### config.mk
export PLATFORM = sky130hd
export DESIGN_NAME = dual_dsp19_mac_flat
export DESIGN_NICKNAME = d
export VERILOG_FILES = /design/src/rtl/dual_dsp19_mac_if.sv /design/src/rtl/dual_dsp19_mac.sv /design/src/flat_wrapper.sv
export SDC_FILE = /design/constraint.sdc
export NUM_CORES = 1
export LEC_CHECK = 0
export BUFFER_PORTS_ARGS = -buffer_cell sky130_fd_sc_hd__buf_4
export CORE_UTILIZATION = 40
export DETAILED_ROUTE_END_ITERATION = 16
export PLACE_DENSITY = 0.62
export SLEW_MARGIN = 0
export SYNTH_ARGS = -nofsm -noshare
export SYNTH_HDL_FRONTEND = slang
export SYNTH_SLANG_ARGS = --single-unit
### constraint.sdc
create_clock -name vclk -period 19.8
set_input_delay 3.96 -clock vclk [all_inputs]
set_output_delay 3.96 -clock vclk [all_outputs]
set_load 0.01 [all_outputs]
### src/rtl/dual_dsp19_mac_if.sv
// Operand, control and result bundle for the dual 10x9 MAC slice.
// The master side drives operands and controls; the slave side returns z1/z2.
interface dual_dsp19_mac_if;
    logic [9:0]  a1;
    logic [9:0]  a2;
    logic [8:0]  b1;
    logic [8:0]  b2;
    logic [2:0]  feedback;
    logic        unsigned_a;
    logic        unsigned_b;
    logic        load_acc;
    logic        subtract;
    logic [4:0]  shift_right;
    logic        round;
    logic        saturate;
    logic [18:0] z1;
    logic [18:0] z2;

    modport master (
        output a1, a2, b1, b2, feedback, unsigned_a, unsigned_b,
               load_acc, subtract, shift_right, round, saturate,
        input  z1, z2
    );

    modport slave (
        input  a1, a2, b1, b2, feedback, unsigned_a, unsigned_b,
               load_acc, subtract, shift_right, round, saturate,
        output z1, z2
    );
endinterface

### src/rtl/dual_dsp19_mac.sv
// Fractured DSP slice: two lanes sharing one control set, each a 10x9
// multiplier feeding an optional 32-bit accumulator with a shift / round /
// saturate output stage producing a 19-bit result.
module dual_dsp19_mac #(
    parameter string      DSP_MODE     = "MULTIPLY_ACCUMULATE",
    parameter string      INPUT_REG_EN = "FALSE",
    parameter logic [9:0] COEFF1_0     = 10'h000,
    parameter logic [9:0] COEFF1_1     = 10'h000,
    parameter logic [9:0] COEFF1_2     = 10'h000,
    parameter logic [9:0] COEFF1_3     = 10'h000,
    parameter logic [9:0] COEFF2_0     = 10'h000,
    parameter logic [9:0] COEFF2_1     = 10'h000,
    parameter logic [9:0] COEFF2_2     = 10'h000,
    parameter logic [9:0] COEFF2_3     = 10'h000
) (
    input  logic             clk,
    input  logic             lreset,
    dual_dsp19_mac_if.slave  bus
);

    // The input register only exists when the accumulator does.
    localparam bit ACC_MODE_C = (DSP_MODE == "MULTIPLY_ACCUMULATE");
    localparam bit IN_REG_C   = ACC_MODE_C && (INPUT_REG_EN == "TRUE");

    // Lane 1 coefficient bank lookup.
    function automatic logic [9:0] coeff1_sel(input logic [1:0] sel);
        logic [9:0] c;
        case (sel)
            2'd0:    c = COEFF1_0;
            2'd1:    c = COEFF1_1;
            2'd2:    c = COEFF1_2;
            2'd3:    c = COEFF1_3;
            default: c = COEFF1_0;
        endcase
        return c;
    endfunction

    // Lane 2 coefficient bank lookup.
    function automatic logic [9:0] coeff2_sel(input logic [1:0] sel);
        logic [9:0] c;
        case (sel)
            2'd0:    c = COEFF2_0;
            2'd1:    c = COEFF2_1;
            2'd2:    c = COEFF2_2;
            2'd3:    c = COEFF2_3;
            default: c = COEFF2_0;
        endcase
        return c;
    endfunction

    // Operands are extended straight to 19 bits: the low 19 bits of that
    // product equal the low 19 bits of the 11x10 extended product.
    function automatic logic [18:0] mul19(input logic [9:0] a, input logic [8:0] b,
                                          input logic ua, input logic ub);
        logic [18:0] a_x;
        logic [18:0] b_x;
        a_x = ua ? {9'd0, a} : {{9{a[9]}}, a};
        b_x = ub ? {10'd0, b} : {{10{b[8]}}, b};
        return a_x * b_x;
    endfunction

    // Widen the 19-bit product for the accumulator.
    function automatic logic [31:0] ext32(input logic [18:0] p, input logic both_u);
        return both_u ? {13'd0, p} : {{13{p[18]}}, p};
    endfunction

    // Accumulator next value; restart uses zero as the base.
    function automatic logic [31:0] acc_next(input logic [31:0] acc, input logic [31:0] p,
                                             input logic load, input logic sub);
        logic [31:0] base;
        base = load ? acc : 32'd0;
        return sub ? (base - p) : (base + p);
    endfunction

    // Round, shift and optionally clamp the accumulator into 19 bits.
    function automatic logic [18:0] out_proc(input logic [31:0] acc, input logic both_u,
                                             input logic [4:0] sh, input logic rnd,
                                             input logic sat);
        logic [31:0] rnd_add;
        logic [31:0] sum;
        logic [31:0] r;
        logic [18:0] z;
        rnd_add = (rnd && (sh != 5'd0)) ? (32'd1 << (sh - 5'd1)) : 32'd0;
        sum     = acc + rnd_add;
        if (both_u) begin
            r = sum >> sh;
            if (sat && (r > 32'd524287)) begin
                z = 19'h7FFFF;
            end else begin
                z = r[18:0];
            end
        end else begin
            r = $unsigned($signed(sum) >>> sh);
            if (sat && ($signed(r) > 32'sd262143)) begin
                z = 19'h3FFFF;
            end else if (sat && ($signed(r) < -32'sd262144)) begin
                z = 19'h40000;
            end else begin
                z = r[18:0];
            end
        end
        return z;
    endfunction

    logic [9:0] a1_s;
    logic [9:0] a2_s;
    logic [8:0] b1_s;
    logic [8:0] b2_s;
    logic [2:0] feedback_s;
    logic       unsigned_a_s;
    logic       unsigned_b_s;
    logic       load_acc_s;
    logic       subtract_s;

    if (IN_REG_C) begin : g_in_reg
        logic [9:0] a1_r;
        logic [9:0] a2_r;
        logic [8:0] b1_r;
        logic [8:0] b2_r;
        logic [2:0] feedback_r;
        logic       unsigned_a_r;
        logic       unsigned_b_r;
        logic       load_acc_r;
        logic       subtract_r;

        // Input stage: capture operands and accumulator controls one edge early.
        always_ff @(posedge clk or posedge lreset) begin
            if (lreset) begin
                a1_r         <= 10'd0;
                a2_r         <= 10'd0;
                b1_r         <= 9'd0;
                b2_r         <= 9'd0;
                feedback_r   <= 3'd0;
                unsigned_a_r <= 1'b0;
                unsigned_b_r <= 1'b0;
                load_acc_r   <= 1'b0;
                subtract_r   <= 1'b0;
            end else begin
                a1_r         <= bus.a1;
                a2_r         <= bus.a2;
                b1_r         <= bus.b1;
                b2_r         <= bus.b2;
                feedback_r   <= bus.feedback;
                unsigned_a_r <= bus.unsigned_a;
                unsigned_b_r <= bus.unsigned_b;
                load_acc_r   <= bus.load_acc;
                subtract_r   <= bus.subtract;
            end
        end

        assign a1_s         = a1_r;
        assign a2_s         = a2_r;
        assign b1_s         = b1_r;
        assign b2_s         = b2_r;
        assign feedback_s   = feedback_r;
        assign unsigned_a_s = unsigned_a_r;
        assign unsigned_b_s = unsigned_b_r;
        assign load_acc_s   = load_acc_r;
        assign subtract_s   = subtract_r;
    end else begin : g_in_direct
        assign a1_s         = bus.a1;
        assign a2_s         = bus.a2;
        assign b1_s         = bus.b1;
        assign b2_s         = bus.b2;
        assign feedback_s   = bus.feedback;
        assign unsigned_a_s = bus.unsigned_a;
        assign unsigned_b_s = bus.unsigned_b;
        assign load_acc_s   = bus.load_acc;
        assign subtract_s   = bus.subtract;
    end

    logic [9:0]  a1_sel_s;
    logic [9:0]  a2_sel_s;
    logic [18:0] p1_s;
    logic [18:0] p2_s;
    logic        both_u_s;

    assign both_u_s = unsigned_a_s & unsigned_b_s;
    assign a1_sel_s = feedback_s[2] ? coeff1_sel(feedback_s[1:0]) : a1_s;
    assign a2_sel_s = feedback_s[2] ? coeff2_sel(feedback_s[1:0]) : a2_s;
    assign p1_s     = mul19(a1_sel_s, b1_s, unsigned_a_s, unsigned_b_s);
    assign p2_s     = mul19(a2_sel_s, b2_s, unsigned_a_s, unsigned_b_s);

    if (ACC_MODE_C) begin : g_acc
        logic [31:0] acc1_r;
        logic [31:0] acc2_r;

        // Per-lane accumulators; reset discards any partial sum.
        always_ff @(posedge clk or posedge lreset) begin
            if (lreset) begin
                acc1_r <= 32'd0;
                acc2_r <= 32'd0;
            end else begin
                acc1_r <= acc_next(acc1_r, ext32(p1_s, both_u_s), load_acc_s, subtract_s);
                acc2_r <= acc_next(acc2_r, ext32(p2_s, both_u_s), load_acc_s, subtract_s);
            end
        end

        // Shift/round/saturate stay live so their changes show up immediately.
        assign bus.z1 = out_proc(acc1_r, both_u_s, bus.shift_right, bus.round, bus.saturate);
        assign bus.z2 = out_proc(acc2_r, both_u_s, bus.shift_right, bus.round, bus.saturate);
    end else begin : g_mul
        assign bus.z1 = p1_s;
        assign bus.z2 = p2_s;
    end

endmodule

### src/flat_wrapper.sv
// flat-port wrapper written by rule: the top's interface ports become plain ports
module dual_dsp19_mac_flat 
#(
    parameter string      DSP_MODE     = "                   ",
    parameter string      INPUT_REG_EN = "     ",
    parameter logic [9:0] COEFF1_0     = 10'h000,
    parameter logic [9:0] COEFF1_1     = 10'h000,
    parameter logic [9:0] COEFF1_2     = 10'h000,
    parameter logic [9:0] COEFF1_3     = 10'h000,
    parameter logic [9:0] COEFF2_0     = 10'h000,
    parameter logic [9:0] COEFF2_1     = 10'h000,
    parameter logic [9:0] COEFF2_2     = 10'h000,
    parameter logic [9:0] COEFF2_3     = 10'h000
)
  (clk, lreset, bus_a1, bus_a2, bus_b1, bus_b2, bus_feedback, bus_unsigned_a, bus_unsigned_b, bus_load_acc, bus_subtract, bus_shift_right, bus_round, bus_saturate, bus_z1, bus_z2);
  dual_dsp19_mac_if bus_i ();
  input  logic clk;
  input  logic lreset;
  input wire logic [$bits(bus_i.a1)-1:0] bus_a1;
  input wire logic [$bits(bus_i.a2)-1:0] bus_a2;
  input wire logic [$bits(bus_i.b1)-1:0] bus_b1;
  input wire logic [$bits(bus_i.b2)-1:0] bus_b2;
  input wire logic [$bits(bus_i.feedback)-1:0] bus_feedback;
  input wire logic [$bits(bus_i.unsigned_a)-1:0] bus_unsigned_a;
  input wire logic [$bits(bus_i.unsigned_b)-1:0] bus_unsigned_b;
  input wire logic [$bits(bus_i.load_acc)-1:0] bus_load_acc;
  input wire logic [$bits(bus_i.subtract)-1:0] bus_subtract;
  input wire logic [$bits(bus_i.shift_right)-1:0] bus_shift_right;
  input wire logic [$bits(bus_i.round)-1:0] bus_round;
  input wire logic [$bits(bus_i.saturate)-1:0] bus_saturate;
  output wire logic [$bits(bus_i.z1)-1:0] bus_z1;
  output wire logic [$bits(bus_i.z2)-1:0] bus_z2;
  assign bus_i.a1 = bus_a1;
  assign bus_i.a2 = bus_a2;
  assign bus_i.b1 = bus_b1;
  assign bus_i.b2 = bus_b2;
  assign bus_i.feedback = bus_feedback;
  assign bus_i.unsigned_a = bus_unsigned_a;
  assign bus_i.unsigned_b = bus_unsigned_b;
  assign bus_i.load_acc = bus_load_acc;
  assign bus_i.subtract = bus_subtract;
  assign bus_i.shift_right = bus_shift_right;
  assign bus_i.round = bus_round;
  assign bus_i.saturate = bus_saturate;
  assign bus_z1 = bus_i.z1;
  assign bus_z2 = bus_i.z2;
  dual_dsp19_mac #(.DSP_MODE(DSP_MODE), .INPUT_REG_EN(INPUT_REG_EN), .COEFF1_0(COEFF1_0), .COEFF1_1(COEFF1_1), .COEFF1_2(COEFF1_2), .COEFF1_3(COEFF1_3), .COEFF2_0(COEFF2_0), .COEFF2_1(COEFF2_1), .COEFF2_2(COEFF2_2), .COEFF2_3(COEFF2_3)) u_core (.clk(clk), .lreset(lreset), .bus(bus_i));
endmodule
[Yosys cells after proc, flatten, opt, wreduce, memory -nomap -nowiden]
Index checks and enable logic that the tools add are counted.
Storage, ports and cells
  memory bits (read-only): 0
  bits in registers: 0
  bits in writable memories: 0
  output and inout port bits: 38
  latch bits: 0
  memories kept: 0
Cells by class
  multiplexer cells: 7
  $add $sub $neg: 0
  multiply operators: 2
  $lt $le $gt $ge: 0
  div/mod/pow operators: 0
  bitwise gates (word level): 0
  eq/ne operators: 3
  shift-type cells: 0
  reductions and logical operators: 2
Operator list (number)
  2-to-1 mux 19 bit: 4
  multiplier 19 x 19 -> 19 bit: 2
  2-to-1 mux 10 bit: 3
  equality test 2 bit, second input constant: 2
  OR reduction 4 bit: 1
  equality test 2 x 1 -> 1 bit, second input constant: 1
  logical NOT 2 bit: 1

[Longest topological paths before layout]
  depth after elaboration: 6
  mapped depth: 23
  mapped depth without buffers: 21

[Worst setup path before layout]
OpenSTA, ideal clock, no wires.
  path kind: input to output
  start point: input bus_a1[9]
  end point: output bus_z1[17]
  arrival time: 9334 ps
  stages on the path: 22
  path buffers: 2
  slack: 6506 ps
  required time: 15840 ps
  cells stage by stage: nor2b_2 buf_6 and2b_1 buf_6 and2_1 fa_1 fa_1 inv_1 fa_1 inv_1 fa_1 inv_1 fa_1 fa_1 inv_1 ha_1 a21oi_1 o21bai_1 a21o_1 a211o_1 o221a_2 o31ai_1
On the way
  word-level cells in the longest chain between the ends: 3
Ends and longest elaborated chain
  start, declared: RTL line flat_wrapper.sv:19  | input wire logic [$bits(bus_i.a1)-1:0] bus_a1;
  2-to-1 mux 10 bit: RTL line dual_dsp19_mac.sv:179  | assign a1_sel_s = feedback_s[2] ? coeff1_sel(feedback_s[1:0]) : a1_s;
  2-to-1 mux 19 bit: RTL line dual_dsp19_mac.sv:57  | a_x = ua ? {9'd0, a} : {{9{a[9]}}, a};
  multiplier 19 x 19 -> 19 bit: RTL line dual_dsp19_mac.sv:59  | return a_x * b_x;
  end, declared: RTL line flat_wrapper.sv:31  | output wire logic [$bits(bus_i.z1)-1:0] bus_z1;
Every way passes these cells.

[Worst setup path in the final report]
  start point: input bus_feedback[2]
  end point: output bus_z1[17]
On the way
  word-level cells in the longest chain between the ends: 3
Ends and longest elaborated chain
  start, declared: RTL line flat_wrapper.sv:23  | input wire logic [$bits(bus_i.feedback)-1:0] bus_feedback;
  2-to-1 mux 10 bit: RTL line dual_dsp19_mac.sv:179
  2-to-1 mux 19 bit: RTL line dual_dsp19_mac.sv:57
  multiplier 19 x 19 -> 19 bit: RTL line dual_dsp19_mac.sv:59
Every way passes these cells.

==> metrics.txt <==
share of power burned in the clock network=0; leading post-synthesis cells by cell area=sky130_fd_sc_hd__fa_1, sky130_fd_sc_hd__ha_1, sky130_fd_sc_hd__inv_1, sky130_fd_sc_hd__and2_1, sky130_fd_sc_hd__xnor2_1; number of fill cells=2523; Min Clock Period, post-route=14.15 ns; largest net degree at the start of global routing=27; setup repair after global routing missed its margin=false; family with the most delay on the worst path=adder cells; slew at the pin closest to its max-slew limit=0.953 ns; cell taking the most area after synthesis=sky130_fd_sc_hd__fa_1; data arrival time of the critical path=10.19 ns; CP most frequent cell=sky130_fd_sc_hd__fa_1; Routability Congestion=0.859; maximum fanout along the worst path=26; ratio of routed vias to standard cells=4.63; Worst EP required=15.84 ns; switching share of total power=0.526; ANT nets after route=0; number of max-slew violations in the final report=0; max_cap viols=0; number of buffers and inverters on the critical path=6; setup slack at placement=5.59 ns; quantity of hold-fixing buffers added after cts=0; Finish-stage setup viols=0; sequential cell area=0 sq um; count of vias placed by the detailed router=7063; sum of routed wire length over all layers=21300 um; global-route wire length before repair=37600 um; launch point of the worst path=bus_feedback[2]; average cell area after synthesis=8.88 sq um; static leakage=5.97 nW; final sequential cell count=0; Netlist cell types=48; count of instances resized after the clock tree is built=0; Routed wire per std cell=14.0 um; PD cells=67.9 nW/um^2; count of TritonRoute iterations in the first routing pass=10; cells traversed along the worst timing path=buf_4 > nor2b_2 > and2b_1 > and2_1 > fa_1 > fa_1 > inv_1 > fa_1 > inv_1 > fa_1 > inv_1 > fa_1 > fa_1 > inv_1 > ha_1 > a21oi_1 > o21bai_1 > a21o_1 > a211o_1 > o221a_2 > a41oi_1 > o31ai_1 > buf_4; number of setup buffers added after CTS=0; cell with the largest stage delay on the worst path=sky130_fd_sc_hd__fa_1; ant diodes=0; number of warnings issued by yosys=0; capture point of the critical path=bus_z1[17]; Post-Syn Area=10200 sq um; Worst slew margin=0.364; die outline height=162 um; estimated wirelength of the detail-placed design=19100 um; status=finished with violations; Worst path max stage delay=0.53 ns; Min-Delay Path Class=input pin to output port; proportion of synthesized chip area in sequential cells=0; Remaining Overflow, GRT=0; Initial Util=0.407; vias in the first global route=7926; maximum ir drop on the vdd rail=0.0842 mV; Total Nets Final=1602; share of post-route cells with drive strength above 1=0.0794; Comb power frac=1.000; Worst setup SP type=input pin; sequential share of power=0; number of nets produced by synthesis=1556; final cycle utilization of the critical path=0.715; crit end category=output port; count of input and output buffers=79; Initial DRC Count=238; total internal power=0.357 mW; top-level I/O count=92; aggregate negative setup slack=0 ns; violated checks=design-rule violations; number of clock buffer instances in the layout=0; number of cells produced by synthesis=1152; least setup slack across all paths after layout=5.65 ns; Core Region=25100 sq um; Sw Pwr=0.396 mW; DIE WIDTH=162 um; highest achievable clock rate=0.0707 GHz; area share of the largest cell type after synthesis=0.450; row count=58; overall die area=26200 sq um; final hold violation count=0; global routing usage summed across all routing layers=0.176; Levels on crit path=23; antenna violations before repair=0; number of design rule violations left after detail routing=1; Layout Area Growth over Synthesis=8.49%; Crit Path Class=input pin to output port
-- through the flow --
stage                     instance area, sq um  std cells  utilization  hold WS, ns  power [mW]
final                                    11100       1526        0.442         8.35       0.753
after detailed placement                 11100       1526        0.442         8.34       0.763
after CTS                                11100       1526        0.442         8.34       0.768
after global routing                     11100       1526        0.442         8.36       0.859
after floorplan                          10200       1152            -         8.06       0.518
after global placement                   11100       1526        0.442         8.34       0.751
-- worst min path at each step --
stage	start	endpoint	depth (start not counted)
3_3_place_gp	bus_b1[0]	bus_z1[0]	3
2_1_floorplan	bus_b1[0]	bus_z1[0]	1
4_1_cts	bus_b1[0]	bus_z1[0]	3
3_5_place_dp	bus_b1[0]	bus_z1[0]	3
5_1_grt	bus_b1[0]	bus_z1[0]	3
6_report	bus_b1[0]	bus_z1[0]	3
-- cell usage in the layout, fill, tap and decap left out, drive strengths merged --
master	n
buf	82
nand4b	1
or3	1
nand3	4
a21oi	20
xor2	13
xnor2	55
and2b	1
inv	360
a22oi	1
a21o	9
a31oi	1
nor2	7
o31ai	3
o2111ai	1
nor3b	4
nand2	69
ha	120
a41oi	2
fa	230
a211o	3
a211oi	2
o21bai	6
o22ai	1
nand2b	5
a2111oi	1
nor3	3
o221a	1
and2	150
mux2i	1
or4b	1
nand3b	1
nor2b	22
o32ai	1
o21ai	8
o21a	6
-- layer usage --
layer,part of all wire,vias to the layer above,global-route usage,wire [um]
li1,-,3390,-,-
met2,0.50,81,0.318,10600
met5,0,-,0,0
met4,0.0027,0,0.00429,57
met3,0.023,4,0.00332,492
met1,0.48,3588,0.248,10200
-- area by class of cell --
type                       count  area (sq um)  area share
inverter                     360          1350       0.122
multi-input combinational    754          8710       0.785
tap                          330           413      0.0372
timing repair buffer          82           616      0.0555
-- synthesized netlist by cell type (2+ instances only) --
cell type and count:
sky130_fd_sc_hd__inv_1 360, sky130_fd_sc_hd__fa_1 230, sky130_fd_sc_hd__and2_1 150, sky130_fd_sc_hd__ha_1 120, sky130_fd_sc_hd__nand2_1 67, sky130_fd_sc_hd__xnor2_1 52, sky130_fd_sc_hd__clkbuf_1 32, sky130_fd_sc_hd__nor2b_1 21
sky130_fd_sc_hd__a21oi_1 18, sky130_fd_sc_hd__xor2_1 13, sky130_fd_sc_hd__a21o_1 9, sky130_fd_sc_hd__nor2_1 7, sky130_fd_sc_hd__o21a_1 6, sky130_fd_sc_hd__o21ai_0 6, sky130_fd_sc_hd__nand2b_1 5, sky130_fd_sc_hd__o21bai_1 5
sky130_fd_sc_hd__nand3_1 4, sky130_fd_sc_hd__a211o_1 3, sky130_fd_sc_hd__nor3_1 3, sky130_fd_sc_hd__nor3b_1 3, sky130_fd_sc_hd__xnor2_2 3, sky130_fd_sc_hd__a211oi_1 2, sky130_fd_sc_hd__a21oi_2 2, sky130_fd_sc_hd__a41oi_1 2
sky130_fd_sc_hd__buf_1 2, sky130_fd_sc_hd__buf_2 2, sky130_fd_sc_hd__buf_6 2, sky130_fd_sc_hd__o21ai_1 2, sky130_fd_sc_hd__o31ai_1 2
-- kinds of logic (layout without fill, tap and decap cells) --
group,after synthesis,count (layout),share of synthesized area
buffers and inverters,398,442,0.148
xor gates and xnor gates,68,68,0.0604
adders and majority gates,350,350,0.597
AOI/OAI and AO/OA,66,66,0.0449
and+or+nand+nor,269,269,0.149
muxes,1,1,0.000979
-- power by group through the flow --
| stage | Sequential [mW] | Clock [mW] | Combinational [mW] |
|---|---|---|---|
| after global placement | 0 | 0 | 0.751 |
| after CTS | 0 | 0 | 0.768 |
| after floorplan | 0 | 0 | 0.518 |
| final | 0 | 0 | 0.753 |
| after detailed placement | 0 | 0 | 0.763 |
| after global routing | 0 | 0 | 0.859 |
Note: power is estimated with default switching activity, not from simulation.
